<file path="src/rtl/axis_arb_pkg.sv">
// Shared types and helpers for the AXI4-S weighted round-robin arbiter.
package axis_arb_pkg;

    localparam int MAX_CH       = 8;
    localparam int DEF_WEIGHT_W = 4;

    typedef enum logic {
        ARB_IDLE,
        ARB_GRANT
    } arb_state_e;

    // Bitwise OR of set positions; exact for a one-hot (or all-zero) input.
    function automatic logic [2:0] onehot_to_idx(input logic [MAX_CH-1:0] oh);
        logic [2:0] idx;
        idx = '0;
        for (int i = 0; i < MAX_CH; i++) begin
            if (oh[i]) idx = idx | 3'(i);
        end
        return idx;
    endfunction

endpackage

</file>
<file path="src/rtl/axis_rr_pick.sv">
// Combinational rotating-priority picker: first requester strictly after ptr, wrapping.
module axis_rr_pick
    import axis_arb_pkg::*;
#(
    parameter int NUM_CH = 4,
    parameter int SEL_W  = (NUM_CH > 1) ? $clog2(NUM_CH) : 1
) (
    input  logic [NUM_CH-1:0] req,
    input  logic [SEL_W-1:0]  ptr,
    output logic [SEL_W-1:0]  pick,
    output logic              pick_valid
);

    localparam int DW = 2 * NUM_CH;

    logic [DW-1:0]     w_dbl;
    logic [DW-1:0]     w_keep;
    logic [DW-1:0]     w_masked;
    logic [DW-1:0]     w_low;
    logic [MAX_CH-1:0] w_oh;

    // Doubling the request vector turns the wrap-around search into a plain
    // lowest-set-bit search above ptr; the upper copy folds back onto the lower.
    always_comb begin
        w_dbl  = {req, req};
        w_keep = '0;
        for (int j = 0; j < DW; j++) begin
            w_keep[j] = (j > int'(ptr));
        end
        w_masked = w_dbl & w_keep;
        w_low    = w_masked & (~w_masked + {{(DW-1){1'b0}}, 1'b1});
        w_oh     = '0;
        for (int i = 0; i < NUM_CH; i++) begin
            w_oh[i] = w_low[i] | w_low[i+NUM_CH];
        end
        pick       = SEL_W'(onehot_to_idx(w_oh));
        pick_valid = |req;
    end

endmodule

</file>
<file path="src/rtl/axis_wrr_arbiter.sv">
// Packet-atomic weighted round-robin arbiter driving the AXI4-S mux select lines.
module axis_wrr_arbiter
    import axis_arb_pkg::*;
#(
    parameter int NUM_CH   = 4,
    parameter int WEIGHT_W = DEF_WEIGHT_W,
    parameter int SEL_W    = (NUM_CH > 1) ? $clog2(NUM_CH) : 1
) (
    input  logic                         clk,
    input  logic                         rst_n,
    input  logic [NUM_CH-1:0]            in_valid,
    input  logic [NUM_CH-1:0]            in_last,
    input  logic                         out_ready,
    input  logic [NUM_CH*WEIGHT_W-1:0]   cfg_weight,
    output logic [SEL_W-1:0]             out_select,
    output logic [NUM_CH-1:0]            out_select_1hot,
    output logic                         out_valid,
    output logic                         out_pkt_done
);

    arb_state_e          r_state, w_state_nxt;
    logic [SEL_W-1:0]    r_cur, w_cur_nxt;
    logic [WEIGHT_W-1:0] r_credit, w_credit_nxt;
    logic [SEL_W-1:0]    r_last_srv, w_last_nxt;

    logic [NUM_CH-1:0]   w_elig;
    logic [NUM_CH-1:0]   w_cur_oh;
    logic [NUM_CH-1:0]   w_others;
    logic [NUM_CH-1:0]   w_req;
    logic [SEL_W-1:0]    w_ptr;
    logic [SEL_W-1:0]    w_pick;
    logic                w_pick_valid;
    logic [WEIGHT_W-1:0] w_pick_weight;
    logic                w_gnt;
    logic                w_done;

    for (genvar i = 0; i < NUM_CH; i++) begin : g_ch
        assign w_elig[i]   = in_valid[i] & (|cfg_weight[i*WEIGHT_W +: WEIGHT_W]);
        assign w_cur_oh[i] = (r_cur == SEL_W'(i));
    end

    assign w_gnt           = (r_state == ARB_GRANT);
    assign out_select      = r_cur;
    assign out_select_1hot = w_gnt ? w_cur_oh : '0;
    assign out_valid       = w_gnt & in_valid[r_cur];
    assign w_done          = out_valid & out_ready & in_last[r_cur];
    assign out_pkt_done    = w_done;

    // On handoff the current channel only competes when nobody else is eligible.
    assign w_others      = w_elig & ~w_cur_oh;
    assign w_req         = (w_gnt && (|w_others)) ? w_others : w_elig;
    assign w_ptr         = w_gnt ? r_cur : r_last_srv;
    assign w_pick_weight = cfg_weight[w_pick*WEIGHT_W +: WEIGHT_W];

    axis_rr_pick #(
        .NUM_CH (NUM_CH),
        .SEL_W  (SEL_W)
    ) u_pick (
        .req        (w_req),
        .ptr        (w_ptr),
        .pick       (w_pick),
        .pick_valid (w_pick_valid)
    );

    always_comb begin
        w_state_nxt  = r_state;
        w_cur_nxt    = r_cur;
        w_credit_nxt = r_credit;
        w_last_nxt   = r_last_srv;
        case (r_state)
            ARB_IDLE: begin
                if (w_pick_valid) begin
                    w_state_nxt  = ARB_GRANT;
                    w_cur_nxt    = w_pick;
                    w_credit_nxt = w_pick_weight;
                end
            end
            ARB_GRANT: begin
                if (w_done) begin
                    if ((r_credit > WEIGHT_W'(1)) && w_elig[r_cur]) begin
                        w_credit_nxt = r_credit - WEIGHT_W'(1);
                    end else begin
                        w_last_nxt = r_cur;
                        if (w_pick_valid) begin
                            w_cur_nxt    = w_pick;
                            w_credit_nxt = w_pick_weight;
                        end else begin
                            w_state_nxt = ARB_IDLE;
                        end
                    end
                end
            end
            default: w_state_nxt = ARB_IDLE;
        endcase
    end

    always_ff @(posedge clk or negedge rst_n) begin
        if (!rst_n) begin
            r_state    <= ARB_IDLE;
            r_cur      <= '0;
            r_credit   <= '0;
            r_last_srv <= SEL_W'(NUM_CH - 1);
        end else begin
            r_state    <= w_state_nxt;
            r_cur      <= w_cur_nxt;
            r_credit   <= w_credit_nxt;
            r_last_srv <= w_last_nxt;
        end
    end

endmodule

</file>
<file path="config.mk">
export PLATFORM = sky130hd
export DESIGN_NAME = axis_wrr_arbiter
export DESIGN_NICKNAME = d
export VERILOG_FILES = /design/src/rtl/axis_arb_pkg.sv /design/src/rtl/axis_rr_pick.sv /design/src/rtl/axis_wrr_arbiter.sv
export SDC_FILE = /design/constraint.sdc
export NUM_CORES = 1
export LEC_CHECK = 0
export CORE_MARGIN = 2
export CORE_UTILIZATION = 45
export DETAILED_ROUTE_END_ITERATION = 6
export PLACE_DENSITY = 0.82
export SYNTH_ARGS = -nofsm -noshare
export SYNTH_HDL_FRONTEND = slang
export SYNTH_SLANG_ARGS = --single-unit
export TNS_END_PERCENT = 30
</file>
<file path="constraint.sdc">
create_clock -name clk -period 2.3 [get_ports clk]
set_input_delay 0.46 -clock clk [delete_from_list [all_inputs] [get_ports clk]]
set_output_delay 0.46 -clock clk [all_outputs]
set_load 0.005 [all_outputs]
</file>
==> results of run 1 <==
==> sequential cells by signal, indices dropped and copies added, names as in the netlist <==
| signal | flops |
|---|---|
| r_credit | 4 |
| out_select | 2 |
| r_last_srv | 2 |
| r_state | 1 |
==> metal layers <==
metal	part of all wire, %	GRT usage (%)
met5	0	0
met4	5.1	20.6
met3	4.2	7.60
met2	53	62.8
met1	38	33.9
==> cell usage after synthesis, types with 2 or more instances <==
cell / n
dfstp_2: 2
nor2_1: 8
o41ai_4: 4
and2_1: 2
mux2_2: 2
and3_1: 3
nor3b_1: 4
buf_2: 2
dfrtp_1: 7
o22ai_1: 4
o32ai_1: 2
o21ai_0: 6
nand2b_1: 2
a21oi_2: 2
ha_1: 2
inv_1: 6
a211oi_1: 4
nand3_1: 5
a2111oi_0: 2
nor3_1: 5
nand2_1: 9
mux4_2: 2
mux2i_1: 3
o21a_1: 5
==> how the worst max path moves through the flow <==
| stage | start | endpoint | slack [ns] | depth (start not counted) |
|---|---|---|---|---|
| 4_1_cts | cfg_weight[1] | r_credit[1] | 0.003 | 10 |
| 3_5_place_dp | cfg_weight[9] | r_credit[2] | -0.70 | 9 |
| 3_3_place_gp | cfg_weight[1] | r_credit[2] | -0.54 | 10 |
| 5_1_grt | out_select[1] | r_credit[0] | -0.12 | 10 |
| 2_1_floorplan | cfg_weight[6] | r_credit[2] | -0.02 | 8 |
| 6_report | cfg_weight[4] | r_credit[2] | -0.06 | 10 |
==> per-stage QoR <==
| stage | setup slack [ns] | instances |
|---|---|---|
| 2_1_floorplan | -0.0238 | 110 |
| 3_3_place_gp | -0.543 | 199 |
| 3_5_place_dp | -0.702 | 199 |
| 4_1_cts | 0.00289 | 210 |
| 5_1_grt | -0.118 | 212 |
| 6_report | -0.0567 | 212 |
==> cell type report <==
cell class,count,area [sq um]
Fill cell,131,347
Sequential cell,9,230
Inverter,6,22.5
Clock buffer,4,26.3
Timing Repair Buffer,74,596
Tap cell,28,35.0
Multi-Input combinational cell,91,913
==> kinds of logic after synthesis <==
family | count (synthesis) | share of synthesized area (%)
and+or+nand+nor | 41 | 20.7
adders and majority gates | 2 | 2.47
DFF | 9 | 22.4
AOI/OAI and AO/OA | 40 | 37.5
muxes | 8 | 12.2
buffers and inverters | 10 | 4.69
==> power by group through the flow <==
stage          Combinational [mW]  Sequential (mW)  Clock, mW
6_report                     1.44            0.310      0.129
5_1_grt                      1.53            0.317      0.138
4_1_cts                      1.25            0.294      0.126
3_5_place_dp                 1.11            0.301          0
3_3_place_gp                 1.07            0.301          0
2_1_floorplan               0.622            0.265          0
==> critical path, stage by stage <==
cell and delay (ns):
clkdlybuf4s15_2 0.21, o41ai_4 0.33, buf_4 0.20, mux2i_1 0.09
o211ai_1 0.26, a22oi_2 0.11, or2_4 0.30, buf_4 0.17
o32ai_2 0.24, a211oi_1 0.12
==> repair_timing <==
action / CTS / global route
endpoints found under the setup margin: 10 / 10
setup buffers: 7 / 2
gates resized for setup: 58 / 40
pin swaps: 9 / 15
==> flow_summary.yaml, run 1 <==
logic_synthesis:
  synth_ff_type: "dfrtp_1"
  synth_top_area_share_pct: 17.3
  syn_avg_cell_area_sq_um: 9.22
  synth_cell_types: 41
  yosysSeqAreaShare_pct: 22.4
  synth_edf_count: 0
  netlist_area_sq_um: 1010
  ys_ff_latch: 9
  synthCells: 110
  async_flop_share_pct: 100
  yosys_warnings: 0
  synth_fp_nets: 139
  synthTopCellsByArea: "dfrtp_1 (17%), o41ai_4 (11%), dfstp_2 (5.2%)"
  synth_top_cell_by_area: "dfrtp_1"
critical_path:
  critPathRequiredTime_ns: 2.44
  critical_path_class: "in -> reg"
  startpoint_type: "input port"
  reg2reg_from: "out_select[1]"
  rrSetupSlack_ns: -0.04
  crit_arrival_ns: 2.50
  rr_worst_depth: 10
  end_kind: "flop"
  critPathMaxFanout: 6
  reg2reg_to: "r_credit[2]"
power:
  report.power.total_mw: 1.88
  peakVddDrop_mv: 0.811
  clockPowerShare_pct: 6.9
  seqPwrFrac_pct: 16.5
  switching_share_pct: 44.5
  power.density_nw_per_um2: 1030
  comb_power_share_pct: 76.6
  p_leak_nw: 0.781
  power.switching_mw: 0.836
  intPower_mw: 1.04
detailed_routing:
  final_antenna_net_count: 0
  vias: 1295
  remaining_drc_errors: 0
  viasPerCell: 6.11
  routed_wirelength_mm: 4.38
  wl_per_cell_um: 20.6
  drt_iter0_markers: 51
  first_pass_iters: 4
sta:
  setup_violations: 2
  period_share_pct: 102
  relSlewSlack_pct: 68.0
  worstMarginPinSlew_ns: 0.478
  setup_tns_ns: -0.0840
  fin_skew_ns: 0.00987
  timing.final.ws_setup_ns: -0.0567
  finalHoldViolCount: 0
  slew_violations: 0
  post-route-min-period_ns: 2.36
  grt_setup_unrepaired: "yes"
  whs_ns: 0.513
  max_clock_freq_mhz: 424
die:
  fp.dieArea_sq_um: 2650
  start_util_pct: 46.8
  core_area_sq_um: 2170
  std_cell_rows: 17
  die_h_um: 51.5
  die_w_um: 51.5
  ios: 35
global_routing:
  grt_use_total_pct: 34.0
  grt_pass1_wl_mm: 6.58
  first_global_vias: 1434
  antenna_found_initial: 0
  grt_max_degree: 10
  grt_overflow: 0
clock_tree:
  clkLatencyLatePin_ns: 0.27
  root_buffer: "clkbuf_4"
  path_clk_slew_ns: 0.07
  max-clock-path-buffers: 2
  cts_tree: "done"
  cts_sinks: 9
  cts_max_level: 1
  cts_inserted_buffers: 3
  cts_hold_buf: 0
layout:
  final_common_cell: "buf_4"
  drive_above_1_share_pct: 54.9
  final_util_pct: 84.0
  diodes: 0
  area_growth_pct: 79.7
  final_cell_mix: "buf_4 (40), clkdlybuf4s50_1 (12), nand2_1 (7), clkbuf_2 (7), inv_1 (6)"
  fin_area_sq_um: 1820
  finalNetCount: 214
place:
  dp_hpwl_mm: 2.85
  gp_congestion: 0.853
  portBuffers: 34
  place_area_sq_um: 1600
job:
  drv_cap: 0
outcome:
  status: "finished, violations left"
  violations: "negative setup slack"
worst_hold_path:
  hp-class: "in -> async"
Power figures use the tool's default switching activity.
==> inputs of run 2 (changes only) <==
- CAP_MARGIN: default -> 40
- CORE_ASPECT_RATIO: default -> 0.9
- CTS_CLUSTER_DIAMETER: default -> 80
==> run 2 against run 1 <==
The flow still finishes with violations (negative setup slack). Cell count is 1.9% lower. Largest power group unchanged. Routed wire length decreased by 3.8%. Register-to-register slack improved by 0.05 ns. Clock-buffer cell count did not move. Sequential power fell by 2%. Clock skew is 0.0091 ns lower. Non-clock buffer count shrank 3. Sequential share of layout area up 0.18 points. Global-route usage is 2.8 points lower. Flip-flop and latch count stayed put.
==> flow_summary.yaml, run 2 (synthesized netlist as in run 1, its figures left out) <==
critical_path:
  rr_worst_depth: 8
  critPathRequiredTime_ns: 2.44
  end_kind: "flop"
  reg2reg_from: "r_state"
  critPathMaxFanout: 6
  startpoint_type: "input port"
  reg2reg_to: "r_credit[2]"
  critical_path.max_stage_delay_ns: 0.39
  crit_path_frequent_cell: "buf_4"
  critical_path_class: "in -> reg"
  rrSetupSlack_ns: 0.01
  crit_slowest_cell: "a2111oi_4"
  crit_arrival_ns: 2.44
  path_cells: "clkdlybuf4s15_1 -> o41ai_4 -> buf_4 -> nand3_2 -> a21oi_2 -> a22oi_2 -> or2_4 -> buf_4 -> a2111oi_4 -> a211oi_2"
layout:
  regMostFlops: "r_credit"
  drive_above_1_share_pct: 54.1
  largest_reg_flops: 4
  final_util_pct: 83.6
  final_common_cell: "buf_4"
  final_cell_mix: "buf_4 (32), clkdlybuf4s50_1 (12), clkbuf_2 (10)"
  diodes: 0
  finalNetCount: 211
  area_growth_pct: 78.1
  fin_area_sq_um: 1810
  fill_cells: 127
detailed_routing:
  wl_per_cell_um: 20.2
  first_pass_iters: 4
  routed_wirelength_mm: 4.21
  viasPerCell: 6.40
  remaining_drc_errors: 0
  vias: 1331
  drt_iter0_markers: 55
  final_antenna_net_count: 0
global_routing:
  antenna_found_initial: 0
  grt_use_total_pct: 31.1
  grt_pass1_wl_mm: 5.97
  first_global_vias: 1272
  grt_overflow: 0
  grt_max_degree: 10
power:
  power.density_nw_per_um2: 1060
  p_leak_nw: 0.770
  peakVddDrop_mv: 0.708
place:
  portBuffers: 34
  place_area_sq_um: 1570
  dp_hpwl_mm: 2.74
  gp_congestion: 0.977
sta:
  worstMarginPinSlew_ns: 0.414
  post-route-min-period_ns: 2.30
  finalHoldViolCount: 0
  timing.final.ws_setup_ns: -0.00361
  whs_ns: 0.494
  relSlewSlack_pct: 72.3
  slew_violations: 0
  grt_setup_unrepaired: "yes"
  fin_skew_ns: 0.000762
  setup_violations: 1
  max_clock_freq_mhz: 434
  period_share_pct: 100
die:
  fp.dieArea_sq_um: 2650
  die_w_um: 54.1
  ios: 35
  core_area_sq_um: 2160
  std_cell_rows: 16
  start_util_pct: 46.9
  die_h_um: 49.1
clock_tree:
  cts_max_level: 1
  path_clk_slew_ns: 0.06
  root_buffer: "clkbuf_4"
  cts_hold_buf: 0
  max-clock-path-buffers: 2
  cts_sinks: 9
  clkLatencyLatePin_ns: 0.26
  cts_tree: "done"
  cts_inserted_buffers: 3
job:
  drv_cap: 0
outcome:
  status: "finished, violations left"
  violations: "negative setup slack"
worst_hold_path:
  hp-class: "in -> async"
[run 2: changes by cell type in the layout (fill, tap and decap cells not counted), sizes merged]
cell and delta:
clkbuf +3, clkdlybuf4s15 -4, buf -4, dlygate4sd2 +2
[run 2: power breakdown]
group	total [mW]	leakage, nW	internal [mW]	switching [mW]
Clock	0.124	0.0150	0.0670	0.0567
Combinational	1.48	0.655	0.759	0.721
Sequential	0.305	0.100	0.233	0.0718
[run 2: area by class of cell]
| cell class | count | area [sq um] | share of cell area (%) |
|---|---|---|---|
| timing repair buffer | 71 | 583 | 32.3 |
| multi-input combinational | 91 | 910 | 50.3 |
| sequential | 9 | 231 | 12.8 |
| clock buffer | 4 | 26.3 | 1.45 |
| tap | 27 | 33.8 | 1.87 |
| inverter | 6 | 22.5 | 1.25 |
[run 2: worst max path at each step]
stage                   startpoint  cells after the start  slack, ns          end
floorplan            cfg_weight[6]                      8      -0.02  r_credit[2]
finish              cfg_weight[14]                     10     -0.004  r_credit[2]
global route        cfg_weight[14]                     10      -0.07  r_credit[2]
global placement     cfg_weight[1]                      9      -0.58  r_credit[2]
CTS                  cfg_weight[3]                     10     -0.003  r_credit[3]
detailed placement   cfg_weight[1]                      9      -0.69  r_credit[2]
[run 2: critical path: cells and delay by family]
family / cells / cell delay, ns
AND/OR/NAND/NOR: 2 / 0.36
AO/OA/AOI/OAI: 5 / 1.08
buffers and inverters: 3 / 0.54
[run 2: through the flow]
stage / setup slack (ns) / TNS [ns] / power, mW / std cells
after CTS: -0.00334 / -0.00334 / 1.65 / 203
after detailed placement: -0.686 / -4.54 / 1.40 / 193
after global placement: -0.581 / -3.88 / 1.34 / 193
after global routing: -0.0687 / -0.219 / 2.00 / 208
final: -0.00361 / -0.00361 / 1.91 / 208
after floorplan: -0.0238 / -0.0238 / 0.886 / 110
[run 2: what timing repair did]
| action | CTS | global route |
|---|---|---|
| pin swaps | 15 | 17 |
| hold endpoints to repair | 0 | 0 |
| setup endpoints to repair | 10 | 7 |
| buffers inserted | 6 | 5 |
| gates resized for setup | 52 | 51 |
[run 2: per-layer routing]
metal | track usage, % | up-vias | part of all wire (%)
li1 | - | 582 | -
met1 | 36.2 | 658 | 40
met2 | 55.3 | 70 | 50
met3 | 2.45 | 21 | 5.4
met4 | 15.0 | 0 | 4.7
met5 | 0 | - | 0
==> inputs of run 3 (changes only) <==
- SYNTH_HIERARCHICAL: default -> 1
==> run 3 against run 2 <==
The flow still finishes with violations (negative setup slack). Flip-flop and latch count stayed put. Hold slack worse by 0.0045 ns. Highest routed layer unchanged. Cell count grew 8.7%. Sequential share of layout area is 1.1 points lower.
==> flow_summary.yaml, run 3 <==
layout:
  fin_area_sq_um: 1940
  final_common_cell: "buf_4"
  final_cell_mix: "buf_4 (55), clkdlybuf4s50_1 (12), nand2_1 (9), dlygate4sd2_1 (9), dfrtp_1 (7)"
  multiInputGateArea_sq_um: 887
  diodes: 0
  area_growth_pct: 90.9
  stdcell_count: 226
  regMostFlops: "r_credit"
  largest_reg_flops: 4
  seqCellArea_sq_um: 228
  finalNetCount: 229
  final_util_pct: 89.8
  fill_cells: 97
  drive_above_1_share_pct: 53.8
clock_tree:
  clkLatencyLatePin_ns: 0.27
  cts_inserted_buffers: 3
  root_buffer: "clkbuf_4"
  cts_hold_buf: 0
  cts_sinks: 9
  cts_max_level: 1
  cts_tree: "done"
  max-clock-path-buffers: 2
  path_clk_slew_ns: 0.07
critical_path:
  critPathMaxFanout: 5
  critical_path_class: "in -> reg"
  crit_arrival_ns: 3.21
  startpoint_type: "input port"
  critPathRequiredTime_ns: 2.46
  end_kind: "flop"
detailed_routing:
  vias: 1350
  final_antenna_net_count: 0
  remaining_drc_errors: 0
  drt_iter0_markers: 39
  wl_per_cell_um: 19.2
  viasPerCell: 5.97
  routed_wirelength_mm: 4.35
  first_pass_iters: 4
outcome:
  violations: "negative setup slack"
  status: "finished, violations left"
logic_synthesis:
  yosysMostFrequentCell: "nand2_1"
  yosysSeqAreaShare_pct: 22.4
  synthCells: 109
  netlist_area_sq_um: 1020
  synth_cell_types: 35
  synth_ff_type: "dfrtp_1"
  yosys-top-cells-count: "nand2_1 (11), a21oi_1 (7), dfrtp_1 (7), mux2_2 (7)"
  synth_fp_nets: 138
  async_flop_share_pct: 100
  synth_edf_count: 0
  yosys_warnings: 6
  synth_top_area_share_pct: 17.2
  synthTopCellsByArea: "dfrtp_1 (17%), mux4_2 (11%), mux2_2 (7.7%)"
  synth_top_cell_by_area: "dfrtp_1"
  ys_ff_latch: 9
  syn_avg_cell_area_sq_um: 9.33
power:
  p_leak_nw: 0.907
  peakVddDrop_mv: 0.865
  power.density_nw_per_um2: 1100
global_routing:
  grt_pass1_wl_mm: 6.60
  grt_max_degree: 10
  grt_use_total_pct: 33.5
  first_global_vias: 1501
  antenna_found_initial: 0
  grt_overflow: 0
die:
  ios: 35
  std_cell_rows: 16
  start_util_pct: 47.0
  die_h_um: 49.1
  die_w_um: 54.1
  fp.dieArea_sq_um: 2660
  core_area_sq_um: 2160
sta:
  relSlewSlack_pct: 64.8
  max_clock_freq_mhz: 327
  worstMarginPinSlew_ns: 0.523
  timing.final.ws_setup_ns: -0.754
  finalHoldViolCount: 0
  period_share_pct: 133
  grt_setup_unrepaired: "yes"
  post-route-min-period_ns: 3.05
  slew_violations: 0
  whs_ns: 0.490
  setup_violations: 8
  fin_skew_ns: 0.00124
job:
  drv_cap: 0
worst_hold_path:
  hp-class: "in -> async"
place:
  portBuffers: 34
  place_area_sq_um: 1800
  dp_hpwl_mm: 2.98
  gp_congestion: 0.796
  place_ws_ns: -1.45
  placedCellCount: 215
[run 3: cell count changes after synthesis, moves of 5 or more]
cell and change:
nor3_1 -5, mux2_2 +5, o21a_1 -5, nor2b_1 +5, nand3_1 -5, a21oi_1 +7
[run 3: logic make-up (layout without fill, tap and decap cells)]
group | count (synthesis) | after routing | share of synthesized area, %
compound gates | 34 | 34 | 25.2
fa+ha+maj | 2 | 2 | 2.46
buf+inv | 10 | 100 | 4.43
flops | 9 | 9 | 22.4
mux | 18 | 18 | 26.3
simple gates | 36 | 36 | 19.2
[run 3: stage by stage]
step | total power, mW | TNS [ns]
floorplan | 1.15 | -2.88
global placement | 1.71 | -8.14
detailed placement | 1.78 | -9.14
CTS | 2.01 | -2.91
global route | 2.24 | -4.36
finish | 2.13 | -3.48
[run 3: area by class of cell]
cell class | count | area share [%]
Clock buffer | 4 | 1.35
Inverter | 6 | 1.16
Multi-Input combinational cell | 90 | 45.7
Sequential cell | 9 | 11.7
Tap cell | 27 | 1.74
Timing Repair Buffer | 90 | 38.3
[run 3: critical path, stage by stage]
cell	delay [ns]
buf_8	0.10
o41ai_4	0.41
mux2i_1	0.16
o21ai_2	0.21
o21ai_4	0.11
a21oi_4	0.19
nor2b_4	0.18
a21oi_2	0.05
o221ai_4	0.32
mux4_2	0.54
nand2_1	0.09
mux2i_1	0.07
a221o_1	0.32
[run 3: repair_timing]
| action | CTS | global route |
|---|---|---|
| endpoints found under the setup margin | 9 | 10 |
| gates resized for setup | 71 | 14 |
| pin swaps | 12 | 10 |
| buffers inserted | 6 | 1 |
[run 3: per-layer routing]
metal	part of all wire (%)	vias up	track usage, %
li1	-	603	-
met1	40	672	39.4
met2	52	60	58.1
met3	5.1	15	7.06
met4	2.3	0	12.1
met5	0	-	0
[run 3: power by group]
group	switching, mW	internal [mW]
logic	0.749	0.933
registers	0.0744	0.240
clock network	0.0653	0.0673
total	0.888	1.24
[run 3: final timing paths]
| check | start | to | slack [ns] | cells past startpoint |
|---|---|---|---|---|
| setup / recovery | cfg_weight[7] | r_credit[3] | -0.75 | 13 |
| hold / removal | rst_n | r_credit[2] | 0.49 | 1 |
| setup reg to reg | out_select[1] | r_credit[3] | -0.67 | 13 |
| hold reg to reg | r_credit[1] | r_credit[1] | 0.55 | 1 |
| max in group asynchronous | rst_n | r_last_srv[1] | 1.48 | 1 |
| min in group clk | r_credit[1] | r_credit[1] | 0.55 | 1 |
